### src/rtl/counter_timer_if.sv
// -----------------------------------------------------------------------------
// counter_timer_if
// CPU-side bus bundle between the bus decoder and the counter/timer unit.
//   counter_we     write strobe (single cycle)
//   counter_ch     target: 0..2 = channel load/count, 3 = control register
//   Peripheral_in  write data from the CPU
//   counter_out    read data returned to the CPU (same-cycle)
// master: bus decoder side; slave: counter/timer unit side.
// -----------------------------------------------------------------------------
interface counter_timer_if #(
  parameter int WIDTH = 32
);
  logic             counter_we;
  logic [1:0]       counter_ch;
  logic [WIDTH-1:0] Peripheral_in;
  logic [WIDTH-1:0] counter_out;

  modport master (
    output counter_we,
    output counter_ch,
    output Peripheral_in,
    input  counter_out
  );

  modport slave (
    input  counter_we,
    input  counter_ch,
    input  Peripheral_in,
    output counter_out
  );
endinterface

### src/rtl/counter_timer_unit.sv
// -----------------------------------------------------------------------------
// counter_timer_unit
// Three-channel programmable down-counter behind the bus decoder's counter port.
// Each channel holds a load value and a live count; tick strobes decrement the
// count and the terminal event (count at 1) drives the channel event output
// according to the channel's 2-bit mode in the control register:
//   00/11 one-shot (count stops at 0, output latched high)
//   01    rate     (reload, output high for one clock)
//   10    square   (reload, output toggles -> period of 2*load ticks)
// Ports:
//   clk            system clock, all state on the rising edge
//   rst            synchronous active-high reset
//   bus            counter_timer_if slave (write strobe, channel, data, read data)
//   tick0..tick2   per-channel count enables (every high cycle counts)
//   counter0_out..counter2_out  registered per-channel event outputs
// -----------------------------------------------------------------------------
module counter_timer_unit #(
  parameter int WIDTH  = 32,
  parameter int CTRL_W = 6
) (
  input  logic           clk,
  input  logic           rst,
  counter_timer_if.slave bus,
  input  logic           tick0,
  input  logic           tick1,
  input  logic           tick2,
  output logic           counter0_out,
  output logic           counter1_out,
  output logic           counter2_out
);

  localparam logic [1:0]       MODE_RATE   = 2'b01;
  localparam logic [1:0]       MODE_SQUARE = 2'b10;
  localparam logic [WIDTH-1:0] CNT_ZERO    = {WIDTH{1'b0}};
  localparam logic [WIDTH-1:0] CNT_ONE     = {{(WIDTH-1){1'b0}}, 1'b1};

  logic [CTRL_W-1:0] ctrl_r;
  logic [CTRL_W-1:0] ctrl_nx_s;
  logic [WIDTH-1:0]  load_r    [3];
  logic [WIDTH-1:0]  cnt_r     [3];
  logic [WIDTH-1:0]  load_nx_s [3];
  logic [WIDTH-1:0]  cnt_nx_s  [3];
  logic [2:0]        evt_r;
  logic [2:0]        evt_nx_s;
  logic [2:0]        tick_s;
  logic [2:0]        wr_ch_s;
  logic              wr_ctrl_s;

  assign tick_s = {tick2, tick1, tick0};

  // Decode the write strobe into per-channel and control-register enables.
  always_comb begin
    wr_ctrl_s = bus.counter_we && (bus.counter_ch == 2'd3);
    for (int i = 0; i < 3; i++) begin
      wr_ch_s[i] = bus.counter_we && (bus.counter_ch == 2'(i));
    end
  end

  // Next-state for control, load, count and event registers.
  always_comb begin
    ctrl_nx_s = wr_ctrl_s ? bus.Peripheral_in[CTRL_W-1:0] : ctrl_r;
    for (int i = 0; i < 3; i++) begin
      load_nx_s[i] = load_r[i];
      cnt_nx_s[i]  = cnt_r[i];
      // A rate pulse lasts exactly one clock; other modes hold their output.
      evt_nx_s[i]  = (ctrl_r[2*i +: 2] == MODE_RATE) ? 1'b0 : evt_r[i];
      if (wr_ch_s[i]) begin
        // A write always beats a coincident tick on the same channel.
        load_nx_s[i] = bus.Peripheral_in;
        cnt_nx_s[i]  = bus.Peripheral_in;
        evt_nx_s[i]  = 1'b0;
      end else if (tick_s[i] && (cnt_r[i] != CNT_ZERO)) begin
        if (cnt_r[i] != CNT_ONE) begin
          cnt_nx_s[i] = cnt_r[i] - CNT_ONE;
        end else begin
          // Terminal event: the mode in force now decides the reaction, so a
          // control write mid-count only takes effect here.
          case (ctrl_r[2*i +: 2])
            MODE_RATE: begin
              cnt_nx_s[i] = load_r[i];
              evt_nx_s[i] = 1'b1;
            end
            MODE_SQUARE: begin
              cnt_nx_s[i] = load_r[i];
              evt_nx_s[i] = ~evt_r[i];
            end
            default: begin
              cnt_nx_s[i] = CNT_ZERO;
              evt_nx_s[i] = 1'b1;
            end
          endcase
        end
      end else begin
        // Idle (count 0) or no tick: count holds, no wrap to all-ones.
        cnt_nx_s[i] = cnt_r[i];
      end
    end
  end

  // State registers with synchronous reset.
  always_ff @(posedge clk) begin
    if (rst) begin
      ctrl_r <= {CTRL_W{1'b0}};
      evt_r  <= 3'b000;
      for (int i = 0; i < 3; i++) begin
        load_r[i] <= CNT_ZERO;
        cnt_r[i]  <= CNT_ZERO;
      end
    end else begin
      ctrl_r <= ctrl_nx_s;
      evt_r  <= evt_nx_s;
      for (int i = 0; i < 3; i++) begin
        load_r[i] <= load_nx_s[i];
        cnt_r[i]  <= cnt_nx_s[i];
      end
    end
  end

  // Same-cycle CPU read mux: live count or zero-extended control word.
  always_comb begin
    case (bus.counter_ch)
      2'd0:    bus.counter_out = cnt_r[0];
      2'd1:    bus.counter_out = cnt_r[1];
      2'd2:    bus.counter_out = cnt_r[2];
      2'd3:    bus.counter_out = {{(WIDTH-CTRL_W){1'b0}}, ctrl_r};
      default: bus.counter_out = CNT_ZERO;
    endcase
  end

  assign counter0_out = evt_r[0];
  assign counter1_out = evt_r[1];
  assign counter2_out = evt_r[2];

endmodule

### src/flat_wrapper.sv
// flat-port wrapper written by rule: the top's interface ports become plain ports
module counter_timer_unit_flat 
#(
  parameter int WIDTH  = 32,
  parameter int CTRL_W = 6
)
  (clk, rst, tick0, tick1, tick2, counter0_out, counter1_out, counter2_out, bus_counter_we, bus_counter_ch, bus_Peripheral_in, bus_counter_out);
  counter_timer_if #(.WIDTH(WIDTH)) bus_i ();
  input  logic clk;
  input  logic rst;
  input  logic tick0;
  input  logic tick1;
  input  logic tick2;
  output logic counter0_out;
  output logic counter1_out;
  output logic counter2_out;
  input wire logic [$bits(bus_i.counter_we)-1:0] bus_counter_we;
  input wire logic [$bits(bus_i.counter_ch)-1:0] bus_counter_ch;
  input wire logic [$bits(bus_i.Peripheral_in)-1:0] bus_Peripheral_in;
  output wire logic [$bits(bus_i.counter_out)-1:0] bus_counter_out;
  assign bus_i.counter_we = bus_counter_we;
  assign bus_i.counter_ch = bus_counter_ch;
  assign bus_i.Peripheral_in = bus_Peripheral_in;
  assign bus_counter_out = bus_i.counter_out;
  counter_timer_unit #(.WIDTH(WIDTH), .CTRL_W(CTRL_W)) u_core (.clk(clk), .rst(rst), .bus(bus_i), .tick0(tick0), .tick1(tick1), .tick2(tick2), .counter0_out(counter0_out), .counter1_out(counter1_out), .counter2_out(counter2_out));
endmodule
### config.mk
export PLATFORM = sky130hd
export DESIGN_NAME = counter_timer_unit_flat
export DESIGN_NICKNAME = d
export VERILOG_FILES = /design/src/rtl/counter_timer_if.sv /design/src/rtl/counter_timer_unit.sv /design/src/flat_wrapper.sv
export SDC_FILE = /design/constraint.sdc
export NUM_CORES = 1
export LEC_CHECK = 0
export BUFFER_PORTS_ARGS = -buffer_cell sky130_fd_sc_hd__clkbuf_2
export CAP_MARGIN = 20
export CORE_MARGIN = 4
export CORE_UTILIZATION = 60
export CTS_CLUSTER_SIZE = 10
export DETAILED_ROUTE_END_ITERATION = 12
export PLACE_DENSITY = 0.85
export SLEW_MARGIN = 20
export SYNTH_ARGS = -nofsm -noshare
export SYNTH_HDL_FRONTEND = slang
export SYNTH_SLANG_ARGS = --single-unit
### constraint.sdc
create_clock -name clk -period 3.2 [get_ports clk]
set_input_delay 0.16 -clock clk [delete_from_list [all_inputs] [get_ports clk]]
set_output_delay 0.16 -clock clk [all_outputs]
set_load 0.005 [all_outputs]
# Yosys cells after proc, flatten, opt, wreduce, memory -nomap -nowiden
# Memories as Yosys holds them, arrays and structs flattened.
# Index checks and enable logic that the tools add are counted.
# Widths: inputs -> output; s select.
[totals] ff_bits=9 ramBits=192 elab_cells=84 latchBits=0 romBits=0 n_memories=2
[mem_list] memory="u_core.cnt_r" depth=3 word_bits=32 read_ports=3 rd_ports_with_merged_regs=0 wr=3 line="counter_timer_unit.sv:40" rtl="logic [WIDTH-1:0] cnt_r [3];"
[mem_list] memory="u_core.load_r" depth=3 word_bits=32 read_ports=3 rd_ports_with_merged_regs=0 wr=3 line="counter_timer_unit.sv:39" rtl="logic [WIDTH-1:0] load_r [3];"
[classes] mul=0 add_sub_neg=3 n_div=0 n_reduce_logical=17 bitwise=9 mux=37 shifts=0 n_lt_le_gt_ge=0 n_eq_ne=12
[op_table] cell="$mux 32" n=21
[op_table] cell="$pmux 32 s4" n=1
[op_table] cell="$ne 32x1->1 const B" n=3
[op_table] cell="$reduce_bool 32->1" n=3
[op_table] cell="$sub 32x1->32 const B" n=3
[op_table] cell="$mux 1" n=15
[op_table] cell="$reduce_or 2->1" n=6
[op_table] cell="$eq 2x2->1 const B" n=5
[op_table] cell="$eq 2x1->1 const B" n=4
[op_table] cell="$logic_and 1x1->1" n=7
[op_table] cell="$or 1x1->1" n=6
[op_table] cell="$not 1->1" n=3
[op_table] cell="$logic_not 2->1" n=1

# Logic depth before layout (Yosys ltp)
[logic_depth] depth_word=7 ltp_mapped=11

# Least setup slack after synthesis
# No wires, ideal clock.
[synth_timing] path_type="reg2reg" start="memory u_core.cnt_r[1][0] (netlist: u_core.cnt_r[0][32])" end="memory u_core.cnt_r[1][0] (netlist: u_core.cnt_r[0][32])" required_time_ns=3.083 stages_incl_launch_ff=11 slack_ns=0.850 t_arrival_ns=2.233 n_path_buf=2 cell_sequence="dfxtp_1 -> inv_1 -> ha_1 -> or3b_1 -> clkbuf_1 -> nor3_1 -> and4_1 -> buf_2 -> nor4_1 -> a211o_1 -> a22o_1"
[synth_rtl] item="start, declared" line="counter_timer_unit.sv:40"

==> flow_metrics.env <==
export IMPL_critPathSlowestCell="nand2_2"
export IMPL_synth_area_leaders="dfxtp_1 (35%), nand2_1 (9.4%), a21oi_1 (7.4%), o21ai_0 (3.7%), mux2i_1 (3.3%)"
export IMPL_layout_nets=1607
export IMPL_place_area_mm2=0.01234
export IMPL_numCtsBuffers=24
export IMPL_drcViolationCount=0
export IMPL_setup_worst_path_end="u_core.cnt_r[0][44]$_SDFFE_PP0P_"
export IMPL_p_leak_uw=0.004967
export IMPL_ys_seq_elements=201
export IMPL_fp_dieH_um=147.3
export IMPL_yosys_top_cells_count="nand2_1 (291), dfxtp_1 (201), a21oi_1 (173), o21ai_0 (86), clkbuf_1 (76)"
export IMPL_powerDensity_mw_per_mm2=636.5
export IMPL_wl_per_cell_um=24.39
export IMPL_grt_pass1_vias=11524
export IMPL_h_tree_depth=1
export IMPL_worst_slack_ps=355.6
export IMPL_seq_area_frac_synth_pct=34.57
export IMPL_ff2ff_setup_slack_ps=360
export IMPL_rows=50
export IMPL_worst_slew_pin_slew_ps=860.9
export IMPL_dr_pass1_iters=6
export IMPL_worstSetupPathType="flip-flop to flip-flop"
export IMPL_core_area_mm2=0.01889
export IMPL_synth_cell_type_count=85
export IMPL_synthArstFlopShare_pct=0
export IMPL_post_place_ws_ps=409.0
export IMPL_drtIter0Drc=1654
export IMPL_clock_latency_ps=520
export IMPL_worst_clock_skew_ps=9.548
export IMPL_ant_nets=0
export IMPL_netlist_area_leader_share_pct=34.57
export IMPL_required_ps=3620
export IMPL_vias=12524
export IMPL_setup_viol=0
export IMPL_run_status="complete, but fails checks"
export IMPL_setup_tns_ps=0
export IMPL_io_buffers=74
export IMPL_ioPinCount=75
export IMPL_clock_sinks=201
export IMPL_via_per_inst=6.878
export IMPL_crit_chain="inv_1, ha_1, or3b_1, nor3_1, nand4_2, nand2_2, nand2_1, a311oi_1"
export IMPL_num_antenna_cells=0
export IMPL_drt_total_wl_um=44410
export IMPL_grt_usage_pct=39.39
export IMPL_ir_worst_vdd_uv=572.4
export IMPL_clk_path_buf_depth=3
export IMPL_grt_start_max_net_pins=73
export IMPL_hpwl_um=31520
export IMPL_synth_edf_count=0
export IMPL_min_path_type="primary input to flip-flop"
export IMPL_holdWs_ps=-2.603
export IMPL_hold_violations=1
export IMPL_postCtsSetupBuffers=0
export IMPL_cts_hold_buffers=4
export IMPL_root_buffer="clkbuf_16"
export IMPL_critPathCaptureType="flip-flop"
export IMPL_cp_max_fo=24
export IMPL_cts_repair_resized=0
export IMPL_violations="hold timing"
export IMPL_start_util_pct=61.62
export IMPL_arrival_ps=3260
export IMPL_netlist_area_mm2=0.01164
export IMPL_final_util_pct=69.07
export IMPL_startpoint_type="flip-flop"
export IMPL_ys_dominant_reg_cell="dfxtp_1"
export IMPL_area_growth_pct=12.10
export IMPL_maxCapViolations=0
export IMPL_worstSetupStartpoint="u_core.cnt_r[0][32]$_SDFFE_PP0P_"
export IMPL_grt_pass1_wl_um=67350
export IMPL_final_area_mm2=0.01305
export IMPL_period_minus_slack_ps=2844
export IMPL_fp_dieArea_mm2=0.02169
export IMPL_synth_net_count=1560
export IMPL_path_clk_slew_ps=60
export IMPL_synth_cells=1508
export IMPL_syn_avg_cell_area_um2=7.720
export IMPL_rr_startpoint="u_core.cnt_r[0][32]$_SDFFE_PP0P_"
export IMPL_cpPeakStageDelay_ps=530
export IMPL_antenna_found_initial=1
export IMPL_reg2regPathDepth=8
export IMPL_grt_overflow=0
export IMPL_slew_violations=0
export IMPL_cts_tree="yes"
export IMPL_ys_warn_count=0
export IMPL_drive_gt1_share_pct=13.39
export IMPL_die_x_um=147.3
export IMPL_fmax_ghz=0.3516
export IMPL_rsz0062_at_grt="no"
export IMPL_post_route_period_util_pct=88.89
export IMPL_gp_congestion=0.9907
export IMPL_synth_top_area_cell="dfxtp_1"
export IMPL_reg2reg_to="u_core.cnt_r[0][44]$_SDFFE_PP0P_"
export IMPL_slew_headroom_pct=42.40
export IMPL_post_synth_top_count_cell="nand2_1"
[registers in the layout (all words and copies together), names as in the netlist]
name           count
u_core.cnt_r      96
u_core.ctrl_r      6
u_core.evt_r       3
u_core.load_r     96
[logic make-up after synthesis]
family	count (synthesis)	synth area share [%]
simple gates	602	25.97
fa+ha+maj	12	1.290
mux	44	4.428
compound gates	468	25.63
xor+xnor	41	3.085
flops	201	34.57
buf+inv	140	5.030
[report_power, final]
group / internal [uW] / leakage, uW / switching (uW)
registers: 2730 / 0.00164 / 397
logic: 1050 / 0.00300 / 1650
clock network: 1430 / 0.000328 / 1040
total: 5220 / 0.00497 / 3090
[how the worst min path moves through the flow]
stage | startpoint | endpoint | slack (ps) | depth (start not counted)
after detailed placement | u_core.load_r[0][6]$_SDFFE_PP0P_ | u_core.load_r[0][6]$_SDFFE_PP0P_ | 440 | 2
after global routing | bus_Peripheral_in[30] | u_core.load_r[0][30]$_SDFFE_PP0P_ | 8 | 3
after CTS | bus_Peripheral_in[30] | u_core.load_r[0][30]$_SDFFE_PP0P_ | 1 | 3
after global placement | u_core.load_r[0][20]$_SDFFE_PP0P_ | u_core.load_r[0][20]$_SDFFE_PP0P_ | 440 | 2
after floorplan | bus_Peripheral_in[0] | u_core.cnt_r[0][32]$_SDFFE_PP0P_ | 290 | 1
final | bus_Peripheral_in[1] | u_core.load_r[0][65]$_SDFFE_PP0P_ | -3 | 3
[layout by cell type, fill, tap and decap left out, types with 14 or more instances in the layout]
cell type and instances:
nand2_1 290, dfxtp_1 201, a21oi_1 173, o21ai_0 86
nor2_1 73, clkbuf_2 73, buf_4 57, nor3_1 41
mux2i_1 38, nor4_1 32, a31oi_1 32, nand3_1 28
a211oi_1 27, and3_1 26, clkbuf_16 25, inv_1 23
xnor2_1 21, xor2_1 20, nand4_1 16, a221o_1 16
or3_1 15, o22ai_1 14
[critical path, delay by kind of cell (launching register included)]
family	cells	cell delay (ps)
simple gates	5	1780
compound gates	1	300
buf+inv	1	80
fa+ha+maj	1	190
flops	1	380
[metrics by stage]
| stage | cells | power [uW] |
|---|---|---|
| 4_1_cts | 1821 | 8189 |
| 5_1_grt | 1821 | 8605 |
| 3_3_place_gp | 1785 | 5730 |
| 2_1_floorplan | 1508 | 4940 |
| 3_5_place_dp | 1785 | 5758 |
| 6_report | 1821 | 8307 |
[per-layer routing]
metal | share of wire (%) | up-vias | GRT usage (%) | routed length (um)
li1 | - | 5630 | - | -
met1 | 38 | 5806 | 52.82 | 16900
met2 | 43 | 904 | 59.45 | 19160
met3 | 12 | 182 | 8.760 | 5550
met4 | 6.3 | 2 | 20.83 | 2791
met5 | 0.036 | - | 0 | 16
[layout make-up]
cell class              instances  area, um2
well taps                     260      325.3
inverters                      24      90.09
clock buffers                  32      671.9
multi-input cells            1167       7054
flip-flops and latches        201       4024
repair buffers                137      884.6
fillers                      1633       5843
No activity file was read; power rests on OpenSTA's default activity.
